[config.mk]
export PLATFORM = sky130hd
export DESIGN_NAME = aha_clock_gate_ctrl
export DESIGN_NICKNAME = d
export VERILOG_FILES = /design/src/rtl/aha_clock_gate_ctrl.sv
export SDC_FILE = /design/constraint.sdc
export NUM_CORES = 1
export LEC_CHECK = 0
export CAP_MARGIN = 20
export CORE_MARGIN = 1.5
export CORE_UTILIZATION = 44
export CTS_BUF_LIST = sky130_fd_sc_hd__clkbuf_16
export DETAILED_ROUTE_END_ITERATION = 7
export PLACE_DENSITY = 0.74
export SLEW_MARGIN = 5
export SYNTH_ARGS = -nofsm -noshare
export SYNTH_HDL_FRONTEND = slang
export SYNTH_SLANG_ARGS = --single-unit
[constraint.sdc]
create_clock -name CLK -period 1.8 [get_ports CLK]
set_input_delay 0.36 -clock CLK [delete_from_list [all_inputs] [get_ports CLK]]
set_output_delay 0.36 -clock CLK [all_outputs]
set_load 0.02 [all_outputs]
[src/rtl/aha_clock_gate_ctrl.sv]
// Q-channel clock-gating controller for one peripheral clock domain.
// Counts consecutive idle cycles, requests quiescence over QREQn/QACCEPTn/QDENY,
// drops the ICG enable only after accept and restores it before withdrawing the request.
module aha_clock_gate_ctrl #(
  parameter int unsigned IDLE_CNT_W = 8
) (
  input  logic                  CLK,
  input  logic                  RESETn,
  input  logic                  CG_EN_SW,
  input  logic [IDLE_CNT_W-1:0] IDLE_THRESH,
  input  logic                  ACTIVE,
  input  logic                  QACCEPTn,
  input  logic                  QDENY,
  output logic                  QREQn,
  output logic                  CLK_EN,
  output logic                  GATED,
  output logic [2:0]            STATE
);

  localparam logic [2:0] StRun     = 3'd0;
  localparam logic [2:0] StRequest = 3'd1;
  localparam logic [2:0] StStopped = 3'd2;
  localparam logic [2:0] StWake    = 3'd3;
  localparam logic [2:0] StExit    = 3'd4;
  localparam logic [2:0] StDenied  = 3'd5;

  localparam logic [IDLE_CNT_W-1:0] CntOne = IDLE_CNT_W'(1);

  logic [2:0]            state_q, state_d;
  logic [IDLE_CNT_W-1:0] cnt_q, cnt_d;
  logic                  qreqn_q, qreqn_d;
  logic                  clk_en_q, clk_en_d;
  logic                  gated_q, gated_d;
  logic                  idle;

  assign idle = CG_EN_SW & ~ACTIVE;

  // Next-state decode
  always_comb begin
    state_d = state_q;
    unique case (state_q)
      StRun:     if (idle && (cnt_q >= IDLE_THRESH)) state_d = StRequest;
      // Deny wins over a simultaneous accept so the clock stays on.
      StRequest: begin
        if (QDENY)          state_d = StDenied;
        else if (!QACCEPTn) state_d = StStopped;
      end
      StStopped: if (ACTIVE || !CG_EN_SW) state_d = StWake;
      StWake:    state_d = StExit;
      StExit:    if (QACCEPTn) state_d = StRun;
      StDenied:  if (!QDENY) state_d = StRun;
      default:   state_d = StRun;
    endcase
  end

  // Idle counter: counts only while staying in RUN; any entry into RUN starts from zero
  always_comb begin
    cnt_d = '0;
    if ((state_q == StRun) && (state_d == StRun) && idle) begin
      cnt_d = (cnt_q == {IDLE_CNT_W{1'b1}}) ? cnt_q : cnt_q + CntOne;
    end
  end

  // Output decode from next state so outputs are registered alongside the state
  always_comb begin
    qreqn_d  = 1'b1;
    clk_en_d = 1'b1;
    gated_d  = 1'b0;
    unique case (state_d)
      StRequest: qreqn_d = 1'b0;
      StStopped: begin
        qreqn_d  = 1'b0;
        clk_en_d = 1'b0;
        gated_d  = 1'b1;
      end
      StWake:    qreqn_d = 1'b0;
      default:   ;
    endcase
  end

  // State, counter and output registers; reset forces the clock on immediately
  always_ff @(posedge CLK or negedge RESETn) begin
    if (!RESETn) begin
      state_q  <= StRun;
      cnt_q    <= '0;
      qreqn_q  <= 1'b1;
      clk_en_q <= 1'b1;
      gated_q  <= 1'b0;
    end else begin
      state_q  <= state_d;
      cnt_q    <= cnt_d;
      qreqn_q  <= qreqn_d;
      clk_en_q <= clk_en_d;
      gated_q  <= gated_d;
    end
  end

  assign QREQn  = qreqn_q;
  assign CLK_EN = clk_en_q;
  assign GATED  = gated_q;
  assign STATE  = state_q;

endmodule

Word level (Yosys, flattened, before mapping)
Cells that the tools add are included.
{ "word_totals": {"reg_bits": 14, "wordCells": 39, "input_bits": 14} }
{ "op_classes": {"muxes": 12, "n_bitwise": 2, "n_eq_ne": 10, "n_reduce_logical": 8, "add_sub_neg": 1, "magnitude_cmp": 1} }
{ "op_table": {"columns": ["operator", "count"], "rows": [
  ["3-bit two-way mux", 6],
  ["3-bit one-hot mux with 6 select lines", 1],
  ["8-bit two-way mux", 2],
  ["3-bit by 2-bit equality test with 1-bit output (second input constant)", 4],
  ["8-bit by 1-bit adder with 8-bit output (second input constant)", 1],
  ["8-bit equality test (second input constant)", 1],
  ["8-bit greater-or-equal comparator", 1],
  ["3-bit by 1-bit equality test with 1-bit output (second input constant)", 2],
  ["3-bit equality test (second input constant)", 2],
  ["3-bit zero test", 2],
  ["1-bit logical AND", 3],
  ["1-bit two-way mux", 3],
  ["3-bit OR reduction", 1],
  ["2-bit != test (second input constant)", 1],
  ["1-bit AND", 1],
  ["1-bit zero test", 1],
  ["1-bit logical OR", 1],
  ["1-bit NOT", 1]
]} }

Logic depth before layout (Yosys ltp)
Gate-level depths: netlist of the first run.
{ "depth": {"ltp_word": 9, "ltp_mapped": 6} }

Least setup slack after synthesis of the first run
No wires, ideal clock.
{ "synth_path": {"path_type": "register -> register", "startpoint": "register cnt_q[0]", "endpoint": "register cnt_q[6]", "stages_incl_launch_ff": 7, "t_required_ps": 1720, "t_arrival_ps": 1770, "n_path_buf": 0, "setup_slack_ps": -50, "setup_time_ps": 80, "cell_sequence": "dfrtp_1 inv_1 ha_1 nand2b_1 a2111o_1 a211o_4 nor3_2"} }
{ "synth_between": {"elab_chain_cells": 8} }
{ "synth_lines": {"columns": ["element", "line_no", "rtl"], "rows": [
  ["start, declared", "30", "logic [IDLE_CNT_W-1:0] cnt_q, cnt_d;"],
  ["start signal, assigned", "91", "cnt_q <= cnt_d;"],
  ["8-bit greater-or-equal comparator", "42", "StRun: if (idle && (cnt_q >= IDLE_THRESH)) state_d = StRequest;"],
  ["1-bit logical AND", "42", null],
  ["3-bit two-way mux", "42", null],
  ["3-bit one-hot mux with 6 select lines", "41", "unique case (state_q)"],
  ["3-bit zero test", "59", "if ((state_q == StRun) && (state_d == StRun) && idle) begin"],
  ["1-bit logical AND (2 in a row)", "59", null],
  ["2-bit != test (no source line) / 8-bit two-way mux (equally long branches)", null, null]
]} }
Parallel ways exist; a longest one is shown, timed or not. The select of a mux whose other input is x is not followed.
A chain may end at the register's enable or synchronous reset.

Worst setup path in the final report of the first run
{ "layout_path": {"startpoint": "register cnt_q[0]", "endpoint": "register cnt_q[5]"} }
The elaborated chain is that of the path after synthesis.

==> results of run 1 <==
[cells by family (layout without fill, tap and decap cells)]
group                      Yosys count  count (layout)  share of synthesized area
muxes                                1               1                     0.0109
buffers and inverters               10              42                     0.0410
and+or+nand+nor                     35              35                      0.208
xor gates and xnor gates             2               2                     0.0192
adders and majority gates            9               9                      0.123
DFF                                 14              14                      0.386
AOI/OAI and AO/OA                   25              25                      0.212
[final cells by class]
type	count	share of cell area
clock buffers	3	0.0559
well taps	27	0.0251
flip-flops and latches	14	0.263
multi-input cells	72	0.432
inverters	10	0.0279
clock inverters	1	0.00279
repair buffers	28	0.194
[placed cells by master (no fill, tap or decap), types with 2 or more instances in the layout]
cell type	instances
buf_4	9
nor2_1	10
inv_1	9
a21boi_0	2
a21oi_1	3
clkdlybuf4s50_1	15
ha_1	5
a21oi_2	3
dlymetal6s2s_1	2
dfrtp_1	12
dlygate4sd2_1	2
clkbuf_16	3
o211ai_1	2
o21ai_2	2
ha_4	2
nand2_1	7
ha_2	2
nand3_1	2
dfstp_2	2
a211oi_2	3
o21ai_0	3
nor2b_1	3
[per-layer routing]
metal  track usage  share of wire  vias up
met5             0              0        -
met4        0.0619         0.0043        0
met3        0.0556          0.031        2
met2         0.271           0.48       11
met1         0.250           0.49      383
li1              -              -      410
[worst max-delay path by stage]
stage	from	endpoint	cells after the start
floorplan	cnt_q[0]	cnt_q[7]	6
global placement	IDLE_THRESH[0]	cnt_q[7]	6
detailed placement	IDLE_THRESH[1]	STATE[0]	7
CTS	cnt_q[0]	cnt_q[3]	6
global route	cnt_q[0]	cnt_q[7]	6
finish	cnt_q[0]	cnt_q[5]	6
[what timing repair did]
action	4_1_cts	5_1_grt
setup buffers	1	0
setup endpoints to repair	11	13
pin swaps	6	6
resized for setup	4	13
[metrics by stage]
step / hold WS (ns) / area [µm²] / cells / power, mW
after floorplan: 0.0644 / 915 / 96 / 0.710
after global routing: 0.440 / 1340 / 155 / 1.45
after global placement: 0.602 / 1200 / 150 / 0.916
after detailed placement: 0.616 / 1200 / 150 / 0.929
after CTS: 0.427 / 1290 / 155 / 1.36
final: 0.419 / 1340 / 155 / 1.38
[worst reg2reg max path, delay by kind of cell, from the launching register on]
| family | cells | cell delay (ns) |
|---|---|---|
| AO/OA/AOI/OAI | 3 | 0.99 |
| flip-flops | 1 | 0.38 |
| adder cells (fa/ha/maj) | 1 | 0.19 |
| AND/OR/NAND/NOR | 1 | 0.13 |
| buffers and inverters | 1 | 0.07 |
[power by group through the flow]
| stage | combinational (mW) | sequential [mW] | clock, mW |
|---|---|---|---|
| global placement | 0.462 | 0.454 | 0 |
| finish | 0.501 | 0.455 | 0.425 |
| global route | 0.544 | 0.470 | 0.440 |
| detailed placement | 0.472 | 0.457 | 0 |
| floorplan | 0.191 | 0.520 | 0 |
| CTS | 0.483 | 0.452 | 0.429 |
[flip-flops by register name (all words and copies together) (netlist names)]
signal,cells
QREQn,1
STATE,3
CLK_EN,1
GATED,1
cnt_q,8
==> flow_summary.toml, run 1 <==
[outcome]
status = "finished with violations"
failed_checks = "setup timing"

[placed_design]
place_ws_ns = -0.442
place.port_buffers = 19
dpl.hpwl_um = 1450
place.gp.congestion = 0.821

[worst_setup_path]
crit_path_end_kind = "flip-flop"
critPathSlowestCell = "a211o_4"
timing.rr.start = "cnt_q[0]"
arrival_ns = 2.00
path_delay_family = "compound AO/OA/AOI/OAI gates"
cp-start-kind = "flip-flop"
rrSetupSlack_ns = -0.04
reg2reg_to = "cnt_q[5]"
cp_max_fo = 8
crit_chain = "inv_2 > ha_4 > nand2b_4 > a2111o_1 > a211o_4 > a211oi_2"
critical_path_required_ns = 1.96
reg2regPathDepth = 6
critPathKind = "reg2reg"
slowest_delay_ns = 0.40
cp_num_buf_inv = 1

[sta]
period_share = 1.02
max_clock_freq_ghz = 0.545
tightest_slew_ns = 0.371
hold_violations = 0
fin_ws_ns = -0.0353
setup-tns-final_ns = -0.0677
min_period_ns = 1.84
rsz0062_at_grt = "yes"
worst_clock_skew_ns = 0.000766
slew_violations = 0
timing.slew.headroom = 0.750
finalSetupViolCount = 2

[routing]
drtPass1Iterations = 3
first_iter_violations = 4
wl_um = 2070
wl_per_cell_um = 13.4
antenna_left = 0
vias = 806
viasPerCell = 5.20
drc = 0

[global_route]
track_usage = 0.181
grt_overflow = 0
grt_antenna_before_repair = 0
grt_pass1_wl_um = 3310
grt_pass1_vias = 768
grt_max_degree = 15

[power_and_ir_drop]
leakagePower_nw = 0.622
p_int_mw = 0.951
p_comb_frac = 0.363
peakVddDrop_mv = 0.727
power_frac_clock = 0.308
pwr-share-seq = 0.329
swShare = 0.312
p_per_area_nw_per_um2 = 1030
switchingPower_mw = 0.431

[floorplan]
ios = 20
core_area_um2 = 1960
design.die.area_um2 = 2360
start_util = 0.466
die_w_um = 48.6
std_cell_rows = 16
die_h_um = 48.6

[clocking]
clk_latency_ns = 0.24
cts_buffers = 3
clock_sinks = 14
clkTransAtPathRegs_ns = 0.05
root_buffer = "clkbuf_16"
ctsHoldBuffers = 0
cts_tree = "built"
cts_max_level = 1
cts_max_path_buffers = 2

[finish]
drive_gt1_frac = 0.258
ff_latch_area_um2 = 353
utilization = 0.685
antenna_cells = 0
multi_input_area_um2 = 581
nNetsFinal = 152
syn2layout_area_growth_pct = 46.9
nFillCells = 159

[synthesis]
syn-instance-count = 96
synth_top_area_share = 0.328
syn_nets = 119
synth_commonest_cells = "dfrtp_1 (12), inv_1 (10), nor2_1 (10)"
yosys_warnings = 0
synth_area_per_cell_um2 = 9.53
ys_ff_latch = 14
synthDistinctLibCells = 35
synthArstFlopShare = 1.00
synth_flop_cell = "dfrtp_1"
synth_area_um2 = 915
ys_seq_area_frac = 0.386
synth-edff-count = 0
yosysMostFrequentCell = "dfrtp_1"
yosysTopAreaCell = "dfrtp_1"
synth_area_leaders = "dfrtp_1 (33%), ha_1 (12%), dfstp_2 (5.7%), a211oi_2 (4.1%), inv_1 (4.1%)"

[flow_run]
drv_cap = 0

[min_path]
worst_hold_path_type = "in2async"
(Power assumes the default switching activity.)
==> run 2: changes to the inputs <==
--- a/config.mk
+++ b/config.mk
@@ -10,7 +10,7 @@
 export CORE_UTILIZATION = 44
 export CTS_BUF_LIST = sky130_fd_sc_hd__clkbuf_16
 export DETAILED_ROUTE_END_ITERATION = 7
-export PLACE_DENSITY = 0.74
+export PLACE_DENSITY = 0.82
 export SLEW_MARGIN = 5
 export SYNTH_ARGS = -nofsm -noshare
 export SYNTH_HDL_FRONTEND = slang
==> flow_summary.toml, run 2 (same netlist as run 1, synthesis figures left out) <==
[flow_run]
drv_cap = 0

[clocking]
ctsHoldBuffers = 0
clkTransAtPathRegs_ns = 0.05
cts_buffers = 3
clock_sinks = 14
cts_max_path_buffers = 2
clk_latency_ns = 0.24
cts_tree = "built"
root_buffer = "clkbuf_16"
cts_max_level = 1

[global_route]
grt_max_degree = 10
grt_pass1_wl_um = 3820
track_usage = 0.208
grt_pass1_vias = 849
grt_antenna_before_repair = 0
grt_overflow = 0

[finish]
max_flop_register = "cnt_q"
nFillCells = 156
layout_commonest_cell = "clkdlybuf4s50_1"
syn2layout_area_growth_pct = 45.6
nNetsFinal = 153
drive_gt1_frac = 0.233
antenna_cells = 0
final_cell_mix = "clkdlybuf4s50_1 (15), dfrtp_1 (12), inv_1 (10), nor2_1 (10), buf_4 (10)"
largest_register_ffs = 8

[sta]
finalSetupViolCount = 3
min_period_ns = 1.81
tightest_slew_ns = 0.422
holdWs_ns = 0.375
fin_ws_ns = -0.00721
period_share = 1.00
rsz0062_at_grt = "yes"
hold_violations = 0
timing.slew.headroom = 0.715
max_clock_freq_ghz = 0.553
worst_clock_skew_ns = 0.000671
slew_violations = 0

[routing]
wl_per_cell_um = 13.6
first_iter_violations = 14
wl_um = 2130
viasPerCell = 5.47
vias = 853
drtPass1Iterations = 4
antenna_left = 0
drc = 0

[power_and_ir_drop]
pwr-share-seq = 0.323
p_comb_frac = 0.373
power_mw = 1.39
switchingPower_mw = 0.434
peakVddDrop_mv = 0.676
leakagePower_nw = 0.630
p_per_area_nw_per_um2 = 1040
power_frac_clock = 0.305
swShare = 0.313
p_int_mw = 0.952

[floorplan]
std_cell_rows = 16
die_h_um = 48.6
start_util = 0.466
core_area_um2 = 1960
design.die.area_um2 = 2360
ios = 20
die_w_um = 48.6

[min_path]
worst_hold_path_type = "in2async"

[placed_design]
place.port_buffers = 19
place.gp.congestion = 0.841
dpl.hpwl_um = 1630

[worst_setup_path]
cp_max_fo = 8
critPathKind = "reg2reg"
crit_path_end_kind = "flip-flop"
critical_path_required_ns = 1.96
cp-start-kind = "flip-flop"
rrSetupSlack_ns = -0.007
reg2reg_to = "cnt_q[3]"
timing.rr.start = "cnt_q[0]"
arrival_ns = 1.97
reg2regPathDepth = 6

[outcome]
status = "finished with violations"
failed_checks = "setup timing"
[run 2: repair_timing]
action                                  4_1_cts  5_1_grt
endpoints found under the setup margin       11       13
buffers inserted                              1        0
pin swaps                                     4        4
gates resized for setup                       5        9
[run 2: final cells by class]
type	instances	area, µm²	area share
multi-input cells	72	561	0.421
flip-flops and latches	14	353	0.265
repair buffers	29	268	0.201
clock buffers	3	75.1	0.0564
inverters	10	37.5	0.0282
well taps	27	33.8	0.0254
clock inverters	1	3.75	0.00282
[run 2: routing by layer]
metal | track usage | vias up | part of all wire
li1 | - | 413 | -
met1 | 0.257 | 420 | 0.43
met2 | 0.363 | 18 | 0.52
met3 | 0.0463 | 2 | 0.034
met4 | 0.0571 | 0 | 0.0080
met5 | 0 | - | 0
[run 2: how the worst max path moves through the flow]
stage	startpoint	endpoint	slack [ns]
floorplan	cnt_q[0]	cnt_q[7]	0.001
global placement	IDLE_THRESH[0]	cnt_q[7]	-0.39
finish	cnt_q[0]	cnt_q[3]	-0.007
global route	cnt_q[0]	cnt_q[7]	-0.08
detailed placement	IDLE_THRESH[0]	STATE[0]	-0.47
CTS	cnt_q[0]	cnt_q[3]	-0.09
[run 2: critical path: stages, from the launching register on]
cell	delay, ns
dfrtp_1	0.34
inv_1	0.05
ha_1	0.26
nand2b_4	0.13
a2111o_1	0.39
a211o_4	0.40
a211oi_2	0.15
[run 2: metrics by stage]
stage           util  instance area [µm²]   TNS, ns  cells  setup slack (ns)
6_report       0.679                 1330  -0.00898    156          -0.00721
5_1_grt        0.679                 1330    -0.457    156           -0.0822
4_1_cts        0.661                 1300    -0.174    156           -0.0945
3_5_place_dp   0.615                 1210     -4.89    151            -0.470
3_3_place_gp   0.615                 1210     -4.18    151            -0.387
2_1_floorplan      -                  915         0     96          0.000969
[run 2: power by group through the flow]
stage                     Combinational [mW]  Sequential (mW)  Clock (mW)
after floorplan                        0.191            0.520           0
after global placement                 0.477            0.446           0
after global routing                   0.556            0.459       0.452
final                                  0.517            0.447       0.422
after CTS                              0.504            0.447       0.426
after detailed placement               0.491            0.452           0
